File: config.mk
export PLATFORM = sky130hd
export DESIGN_NAME = tri_commutator_flat
export DESIGN_NICKNAME = d
export VERILOG_FILES = /design/src/rtl/fft_pkg.sv /design/src/rtl/tri_commutator_if.sv /design/src/rtl/tri_commutator_bank.sv /design/src/rtl/tri_commutator.sv /design/src/flat_wrapper.sv
export SDC_FILE = /design/constraint.sdc
export NUM_CORES = 1
export LEC_CHECK = 0
export CAP_MARGIN = 20
export CORE_ASPECT_RATIO = 0.7
export CORE_MARGIN = 8
export CORE_UTILIZATION = 25
export DETAILED_ROUTE_END_ITERATION = 6
export SLEW_MARGIN = 20
export SYNTH_ARGS = -nofsm -noshare
export SYNTH_HDL_FRONTEND = slang
export SYNTH_SLANG_ARGS = --single-unit
File: constraint.sdc
create_clock -name clk -period 8.75 [get_ports clk]
set_clock_uncertainty 0.1 [all_clocks]
set_input_delay 1.75 -clock clk [delete_from_list [all_inputs] [get_ports clk]]
set_output_delay 1.75 -clock clk [all_outputs]
set_load 0.01 [all_outputs]
File: src/rtl/fft_pkg.sv
// Shared FFT datapath types: complex single-precision sample and the
// sign-bit conjugation helper used by the commutator, butterfly and twiddle stages.
package fft_pkg;

    localparam int unsigned DW       = 32;
    localparam int unsigned SIGN_BIT = 31;

    typedef struct packed {
        logic [DW-1:0] re;
        logic [DW-1:0] im;
    } cplx_t;

    // Conjugate by flipping only the imaginary sign bit; NaN/Inf/zero stay bitwise.
    function automatic cplx_t conj(input cplx_t x);
        cplx_t y;
        y               = x;
        y.im[SIGN_BIT]  = ~x.im[SIGN_BIT];
        return y;
    endfunction

    typedef enum logic [1:0] {
        PH_BANK0 = 2'd0,
        PH_BANK1 = 2'd1,
        PH_OUT   = 2'd2
    } phase_e;

endpackage

File: src/rtl/tri_commutator_if.sv
// Sample stream in, butterfly triplet out, for the radix-3 input commutator.
interface tri_commutator_if;

    logic        in_valid;
    logic [31:0] in_re;
    logic [31:0] in_im;
    logic        inv;

    logic        out_valid;
    logic        out_first;
    logic [31:0] out0_re;
    logic [31:0] out0_im;
    logic [31:0] out1_re;
    logic [31:0] out1_im;
    logic [31:0] out2_re;
    logic [31:0] out2_im;

    modport master (
        output in_valid, in_re, in_im, inv,
        input  out_valid, out_first,
               out0_re, out0_im, out1_re, out1_im, out2_re, out2_im
    );

    modport slave (
        input  in_valid, in_re, in_im, inv,
        output out_valid, out_first,
               out0_re, out0_im, out1_re, out1_im, out2_re, out2_im
    );

endinterface

File: src/rtl/tri_commutator_bank.sv
// DEPTH-entry complex sample store: one synchronous write port, one
// asynchronous read port. Contents are not reset.
module tri_bank
    import fft_pkg::cplx_t;
#(
    parameter int unsigned DEPTH = 3,
    localparam int unsigned AW   = (DEPTH > 1) ? $clog2(DEPTH) : 1
) (
    input  logic          clk,
    input  logic          we,
    input  logic [AW-1:0] waddr,
    input  cplx_t         wdata,
    input  logic [AW-1:0] raddr,
    output cplx_t         rdata_c
);

    cplx_t mem_q [DEPTH];
    cplx_t mem_d [DEPTH];

    always_comb begin
        mem_d = mem_q;
        if (we) begin
            mem_d[waddr] = wdata;
        end
    end

    always_ff @(posedge clk) begin
        mem_q <= mem_d;
    end

    assign rdata_c = mem_q[raddr];

endmodule

File: src/rtl/tri_commutator.sv
// Radix-3 SDF input commutator: buffers phases 0 and 1 of each group and
// emits (x[k], x[k+D], x[k+2D]) triplets during phase 2, optionally conjugated.
module tri_commutator
    import fft_pkg::cplx_t;
    import fft_pkg::conj;
    import fft_pkg::phase_e;
    import fft_pkg::PH_BANK0;
    import fft_pkg::PH_BANK1;
    import fft_pkg::PH_OUT;
#(
    parameter int unsigned DEPTH = 3,
    parameter int unsigned DW    = 32
) (
    input  logic                clk,
    input  logic                rst,
    tri_commutator_if.slave     bus
);

    localparam int unsigned AW       = (DEPTH > 1) ? $clog2(DEPTH) : 1;
    localparam logic [AW-1:0] IDX_LAST = AW'(DEPTH - 1);

    if (DW != 32 || !(DEPTH == 1 || DEPTH == 3 || DEPTH == 9)) begin : g_bad_param
        $error("tri_commutator: DW must be 32 and DEPTH one of 1, 3, 9");
    end

    phase_e        phase_q, phase_d;
    logic [AW-1:0] idx_q, idx_d;
    logic          inv_q, inv_d;
    logic          out_valid_q, out_valid_d;
    logic          out_first_q, out_first_d;
    cplx_t         out0_q, out0_d;
    cplx_t         out1_q, out1_d;
    cplx_t         out2_q, out2_d;

    cplx_t         in_c;
    cplx_t         bank0_rd_c;
    cplx_t         bank1_rd_c;
    logic          bank0_we_c;
    logic          bank1_we_c;

    assign in_c       = '{re: bus.in_re, im: bus.in_im};
    assign bank0_we_c = bus.in_valid && (phase_q == PH_BANK0);
    assign bank1_we_c = bus.in_valid && (phase_q == PH_BANK1);

    tri_bank #(.DEPTH(DEPTH)) bank0 (
        .clk     (clk),
        .we      (bank0_we_c),
        .waddr   (idx_q),
        .wdata   (in_c),
        .raddr   (idx_q),
        .rdata_c (bank0_rd_c)
    );

    tri_bank #(.DEPTH(DEPTH)) bank1 (
        .clk     (clk),
        .we      (bank1_we_c),
        .waddr   (idx_q),
        .wdata   (in_c),
        .raddr   (idx_q),
        .rdata_c (bank1_rd_c)
    );

    // Counter advance, group-start inv capture and triplet load.
    always_comb begin
        phase_d     = phase_q;
        idx_d       = idx_q;
        inv_d       = inv_q;
        out_valid_d = 1'b0;
        out_first_d = out_first_q;
        out0_d      = out0_q;
        out1_d      = out1_q;
        out2_d      = out2_q;

        if (bus.in_valid) begin
            if (phase_q == PH_BANK0 && idx_q == '0) begin
                inv_d = bus.inv;
            end

            if (phase_q == PH_OUT) begin
                out_valid_d = 1'b1;
                out_first_d = (idx_q == '0);
                out0_d      = inv_q ? conj(bank0_rd_c) : bank0_rd_c;
                out1_d      = inv_q ? conj(bank1_rd_c) : bank1_rd_c;
                out2_d      = inv_q ? conj(in_c)       : in_c;
            end

            if (idx_q == IDX_LAST) begin
                idx_d = '0;
                case (phase_q)
                    PH_BANK0: phase_d = PH_BANK1;
                    PH_BANK1: phase_d = PH_OUT;
                    default:  phase_d = PH_BANK0;
                endcase
            end else begin
                idx_d = idx_q + AW'(1);
            end
        end
    end

    always_ff @(posedge clk) begin
        if (rst) begin
            phase_q     <= PH_BANK0;
            idx_q       <= '0;
            inv_q       <= 1'b0;
            out_valid_q <= 1'b0;
            out_first_q <= 1'b0;
            out0_q      <= '0;
            out1_q      <= '0;
            out2_q      <= '0;
        end else begin
            phase_q     <= phase_d;
            idx_q       <= idx_d;
            inv_q       <= inv_d;
            out_valid_q <= out_valid_d;
            out_first_q <= out_first_d;
            out0_q      <= out0_d;
            out1_q      <= out1_d;
            out2_q      <= out2_d;
        end
    end

    assign bus.out_valid = out_valid_q;
    assign bus.out_first = out_first_q;
    assign bus.out0_re   = out0_q.re;
    assign bus.out0_im   = out0_q.im;
    assign bus.out1_re   = out1_q.re;
    assign bus.out1_im   = out1_q.im;
    assign bus.out2_re   = out2_q.re;
    assign bus.out2_im   = out2_q.im;

endmodule

File: src/flat_wrapper.sv
// flat-port wrapper written by rule: the top's interface ports become plain ports
module tri_commutator_flat import fft_pkg::cplx_t; import fft_pkg::conj; import fft_pkg::phase_e; import fft_pkg::PH_BANK0; import fft_pkg::PH_BANK1; import fft_pkg::PH_OUT;
#(
    parameter int unsigned DEPTH = 3,
    parameter int unsigned DW    = 32
)
  (clk, rst, bus_in_valid, bus_in_re, bus_in_im, bus_inv, bus_out_valid, bus_out_first, bus_out0_re, bus_out0_im, bus_out1_re, bus_out1_im, bus_out2_re, bus_out2_im);
  tri_commutator_if bus_i ();
  input  logic clk;
  input  logic rst;
  input wire logic [$bits(bus_i.in_valid)-1:0] bus_in_valid;
  input wire logic [$bits(bus_i.in_re)-1:0] bus_in_re;
  input wire logic [$bits(bus_i.in_im)-1:0] bus_in_im;
  input wire logic [$bits(bus_i.inv)-1:0] bus_inv;
  output wire logic [$bits(bus_i.out_valid)-1:0] bus_out_valid;
  output wire logic [$bits(bus_i.out_first)-1:0] bus_out_first;
  output wire logic [$bits(bus_i.out0_re)-1:0] bus_out0_re;
  output wire logic [$bits(bus_i.out0_im)-1:0] bus_out0_im;
  output wire logic [$bits(bus_i.out1_re)-1:0] bus_out1_re;
  output wire logic [$bits(bus_i.out1_im)-1:0] bus_out1_im;
  output wire logic [$bits(bus_i.out2_re)-1:0] bus_out2_re;
  output wire logic [$bits(bus_i.out2_im)-1:0] bus_out2_im;
  assign bus_i.in_valid = bus_in_valid;
  assign bus_i.in_re = bus_in_re;
  assign bus_i.in_im = bus_in_im;
  assign bus_i.inv = bus_inv;
  assign bus_out_valid = bus_i.out_valid;
  assign bus_out_first = bus_i.out_first;
  assign bus_out0_re = bus_i.out0_re;
  assign bus_out0_im = bus_i.out0_im;
  assign bus_out1_re = bus_i.out1_re;
  assign bus_out1_im = bus_i.out1_im;
  assign bus_out2_re = bus_i.out2_re;
  assign bus_out2_im = bus_i.out2_im;
  tri_commutator #(.DEPTH(DEPTH), .DW(DW)) u_core (.clk(clk), .rst(rst), .bus(bus_i));
endmodule
# Yosys cells after proc, flatten, opt, wreduce, memory -nomap -nowiden
# Cells that the tools add are included.
# totals
ff_bits	583
input_bits	68
output_inout_bits	194
# classes
n_reduce_logical	10
magnitude_cmp	2
eq_ne	3
bitwise	5
n_mux	16
add_sub_neg	1
# op_table
cell	count
bitwise mux 192 bit	2
2-to-1 mux 64 bit	5
binary-select mux 64 bit (select 2 bit)	2
demux 64 bit (select 2 bit)	1
2-to-1 mux 32 bit	3
AND reduction 2 bit	3
equality test 2 bit (second input constant)	2
logical AND 1 bit	4
logical NOT 2 bit	2
NOT 1 bit	4
one-hot mux 2 bit (2 select lines)	1
greater-or-equal comparator 3 bit (second input constant)	1
< comparator 3 x 1 -> 1 bit (second input constant)	1
NOT 2 -> 3 bit	1
adder 2 x 1 -> 2 bit (second input constant)	1
equality test 2 x 1 -> 1 bit (second input constant)	1
2-to-1 mux 2 bit	1
OR reduction 2 bit	1
2-to-1 mux 1 bit	1

# Depth between registers and ports, before layout
# logic_depth
depth_word	6
depth_mapped	7
ltp_nobuf	4

# Modules after synthesis
# From an unflattened synthesis, not the netlist that was laid out.
# unflattened
cells_unflattened	1556
area_unflattened_um2	21349.2
# modules_own_cells
mod	area_each_um2	n_inst	cells_per_inst
tri_bank	7201.9	2	345
tri_commutator	6945.4	1	866

# Worst setup path before layout
# No wires, ideal clock.
# synth_timing
path_kind	input to register
start	input port bus_in_valid
end	register u_core.bank0.mem_q[0] (netlist bit), enable pin
slack_ns	1.795
cell_stages	2
t_arrival_ns	6.287
path_buffers	0
required_time_ns	8.083
path_cell_list	nand3b_1 > nor3_1
# synth_via
elab_chain_len	1
# synth_lines
item	line_no	text
start, declared	flat_wrapper.sv:11	input wire logic [$bits(bus_i.in_valid)-1:0] bus_in_valid;
logical AND 1 bit	tri_commutator.sv:42	assign bank0_we_c = bus.in_valid && (phase_q == PH_BANK0);
end signal, assigned	tri_commutator_bank.sv:28	mem_q <= mem_d;
end, declared	tri_commutator_bank.sv:17	cplx_t mem_q [DEPTH];
# Every way passes these cells.
# A chain may end at the register's enable or synchronous reset.

# Final worst setup path
# layout_timing
start	input port bus_in_valid
end	register u_core.out0_q, in the netlist u_core.bus.out0_im[1]
# layout_via
elab_chain_len	1
# layout_lines
item	line_no	text
AND reduction 2 bit (no source line)	n/a	
end signal, assigned	tri_commutator.sv:116	out0_q <= out0_d;
end, declared	tri_commutator.sv:31	cplx_t out0_q, out0_d;
# Every way passes these cells.

==> impl_metrics.py <==
metrics = {
    "timing": {
        "worst_slew_pin_slew_ns": 1.07,
        "setup_viol": 0,
        "fin_crit_sh_pct": 44.0,
        "fmax_mhz": 260,
        "finalHoldViolations": 0,
        "slew_headroom_pct": 28.9,
        "final.min_clock_period_ns": 3.85,
        "tns_ns": 0,
        "maxSlewViolCount": 0,
        "rsz0062_at_grt": "false",
    },
    "synthesis": {
        "syn_inst": 1552,
        "ys.warnings.count": 0,
        "yosysSeqAreaShare_pct": 74.3,
        "synthArstFlopShare_pct": 0,
        "ys_types": 23,
        "synth_fp_nets": 1620,
        "synth-seq-cells": 583,
        "synth_area_mm2": 0.0209,
        "syn_area_per_cell_um2": 13.5,
        "synthFlopType": "edfxtp_1",
        "synth_edf_count": 384,
    },
    "grt": {
        "grtUsageTotal_pct": 11.1,
        "grt_max_degree": 191,
        "grt-ovfl-total": 0,
        "grt_pass1_wl_mm": 81.7,
        "first_global_vias": 13259,
        "grt_antenna_before_repair": 1,
    },
    "die": {
        "ios": 262,
        "num_rows": 88,
        "core_area_mm2": 0.0826,
        "initial_core_util_pct": 25.3,
        "dieArea_mm2": 0.0932,
        "die_w_um": 361,
        "die_h_um": 258,
    },
    "finish": {
        "final-seq-area_mm2": 0.0155,
        "area_growth_pct": 27.2,
        "fillers": 8134,
        "finish.utilization_pct": 32.2,
        "finalNetCount": 1856,
        "multiInputGateArea_mm2": 0.00489,
        "drive_gt1_share_pct": 6.97,
    },
    "placed_design": {
        "place_hpwl_mm": 32.6,
        "io_buffers": 261,
        "place.gp.congestion": 0.716,
    },
    "power": {
        "p_comb_share_pct": 3.9,
        "switching_share_pct": 21.1,
        "p_leak_nw": 8.39,
        "max-vdd-ir-drop_mv": 0.132,
        "clkPwrFrac_pct": 44.0,
        "power_density_mw_per_mm2": 216,
        "power_switching_mw": 1.21,
        "p_int_mw": 4.54,
        "seqPwrFrac_pct": 52.1,
    },
    "cts": {
        "post_cts_buffers": 0,
        "cts_resized": 0,
        "root_buffer": "clkbuf_16",
        "ctsHoldBuffers": 0,
        "clkLatencyLatePin_ns": 0.60,
        "htreeDepth": 2,
        "cts_buffers": 57,
        "cts_tree": "done",
        "path_clk_slew_ns": 0.06,
        "clock_path_buffers": 3,
        "cts.sinks": 583,
    },
    "outcome": {
        "status": "finished, final reports clean",
    },
    "critical_path": {
        "required_ns": 9.10,
        "cp_top_family": "buffers and inverters",
        "cpMaxStageDelayCell": "a211oi_1",
        "end_kind": "flip-flop",
        "critPathArrivalTime_ns": 4.20,
        "worstSetupPathType": "primary input to flip-flop",
        "critical-path-max-stage-delay_ns": 0.91,
        "worst-path-buf-inv": 2,
        "start_kind": "primary input",
        "path_cells": "clkdlybuf4s50_1, nand3b_1, buf_12, a211oi_1, nor3_1",
        "crit_fanout": 190,
    },
    "detailed_routing": {
        "drt-total-wl_mm": 53.9,
        "drt_iter0_drc": 752,
        "via_per_inst": 4.40,
        "drcViolationCount": 0,
        "detail_route.first_pass.iterations": 5,
        "vias": 12851,
        "wl_per_cell_um": 18.5,
        "postRouteAntennaNets": 0,
    },
    "job": {
        "maxCapViolCount": 0,
    },
    "hold_path": {
        "holdCritPathClass": "flip-flop to flip-flop",
    },
}
-- final cells by class --
| cell class | instances | share of cell area [%] |
|---|---|---|
| clock buffer | 78 | 6.25 |
| sequential | 583 | 58.4 |
| clock inverter | 29 | 1.08 |
| multi-input combinational | 861 | 18.4 |
| timing repair buffer | 285 | 10.7 |
| antenna | 2 | 0.0188 |
| tap | 1080 | 5.09 |
-- synthesized netlist by cell type, types with 2 or more instances --
library cell | n | share of area [%]
edfxtp_1 | 384 | 55
nor2_1 | 261 | 4.7
dfxtp_1 | 199 | 19
mux2i_1 | 129 | 6.2
nor3_1 | 129 | 3.1
nand2_1 | 128 | 2.3
a211oi_1 | 127 | 4.6
a21oi_1 | 68 | 1.6
buf_2 | 49 | 1.2
clkbuf_1 | 42 | 0.75
buf_4 | 13 | 0.47
nand3b_1 | 6 | 0.22
buf_1 | 3 | 0.054
nand2b_1 | 3 | 0.090
mux2_2 | 2 | 0.11
o2bb2ai_1 | 2 | 0.084
-- cells by family after synthesis --
family / count (synthesis) / synth area share (%)
xor gates and xnor gates: 1 / 0.0419
AOI/OAI and AO/OA: 197 / 6.28
muxes: 131 / 6.29
DFF: 583 / 74.3
buffers and inverters: 108 / 2.50
and+or+nand+nor: 532 / 10.6
-- per-stage QoR --
| stage | cell area, µm² | worst slack (ns) | hold WS (ns) | total power [mW] | std cells |
|---|---|---|---|---|---|
| 3_3_place_gp | 24600 | 4.03 | 0.340 | 3.28 | 2807 |
| 6_report | 26600 | 4.90 | 0.352 | 5.75 | 2918 |
| 3_5_place_dp | 24600 | 4.16 | 0.346 | 3.28 | 2808 |
| 5_1_grt | 26600 | 4.84 | 0.372 | 5.97 | 2916 |
| 2_1_floorplan | 20900 | 1.80 | 0.381 | 3.18 | 1552 |
| 4_1_cts | 26500 | 4.83 | 0.355 | 5.84 | 2915 |
-- flip-flops by register name, summed over array words and instances (netlist names), 2 cells and up --
signal,flops
u_core.bus.out0_im,32
u_core.bank0.mem_q,192
u_core.phase_q,2
u_core.idx_q,2
u_core.bus.out2_re,32
u_core.bus.out1_im,32
u_core.bus.out0_re,32
u_core.bus.out2_im,32
u_core.bank1.mem_q,192
u_core.bus.out1_re,32
-- worst min-delay path, delay by kind of cell, from the launching register on --
family / cells / cell delay, ns
simple gates: 1 / 0.05
flops: 1 / 0.31
compound gates: 1 / 0.05
-- power groups by stage --
stage          Clock [mW]  Sequential (mW)  Combinational, mW
2_1_floorplan           0             3.05              0.129
3_5_place_dp            0             3.05              0.230
5_1_grt              2.72             3.00              0.248
6_report             2.53             2.99              0.224
4_1_cts              2.61             2.99              0.230
3_3_place_gp            0             3.05              0.225
-- metal layers --
layer / part of all wire, % / up-vias / GRT usage [%]
li1: - / 6111 / -
met1: 46 / 6378 / 14.8
met2: 45 / 286 / 17.4
met3: 7.6 / 76 / 3.99
met4: 1.6 / 0 / 2.58
met5: 0 / - / 0
-- cells in the final DEF (no fill, tap or decap), types with 11 or more instances in the layout --
cell type        instances
a211oi_1               127
nor2_1                 258
edfxtp_1               384
dfxtp_1                197
clkbuf_16               61
clkinv_2                11
nand2_1                128
mux2i_1                129
clkdlybuf4s50_1        260
a21oi_1                 68
nor3_1                 127
buf_4                   19
-- final timing paths --
| path | to | startpoint | cells past startpoint | slack [ns] |
|---|---|---|---|---|
| setup / recovery | u_core.bus.out0_im[1] | bus_in_valid | 5 | 4.90 |
| hold / removal | u_core.bus.out2_re[29] | u_core.bus.out2_re[29] | 2 | 0.35 |
| setup reg to reg | u_core.bus.out0_im[1] | u_core.idx_q[1] | 6 | 5.23 |
| hold reg to reg | u_core.bus.out2_re[29] | u_core.bus.out2_re[29] | 2 | 0.35 |
Note: power is estimated with default switching activity, not from simulation.
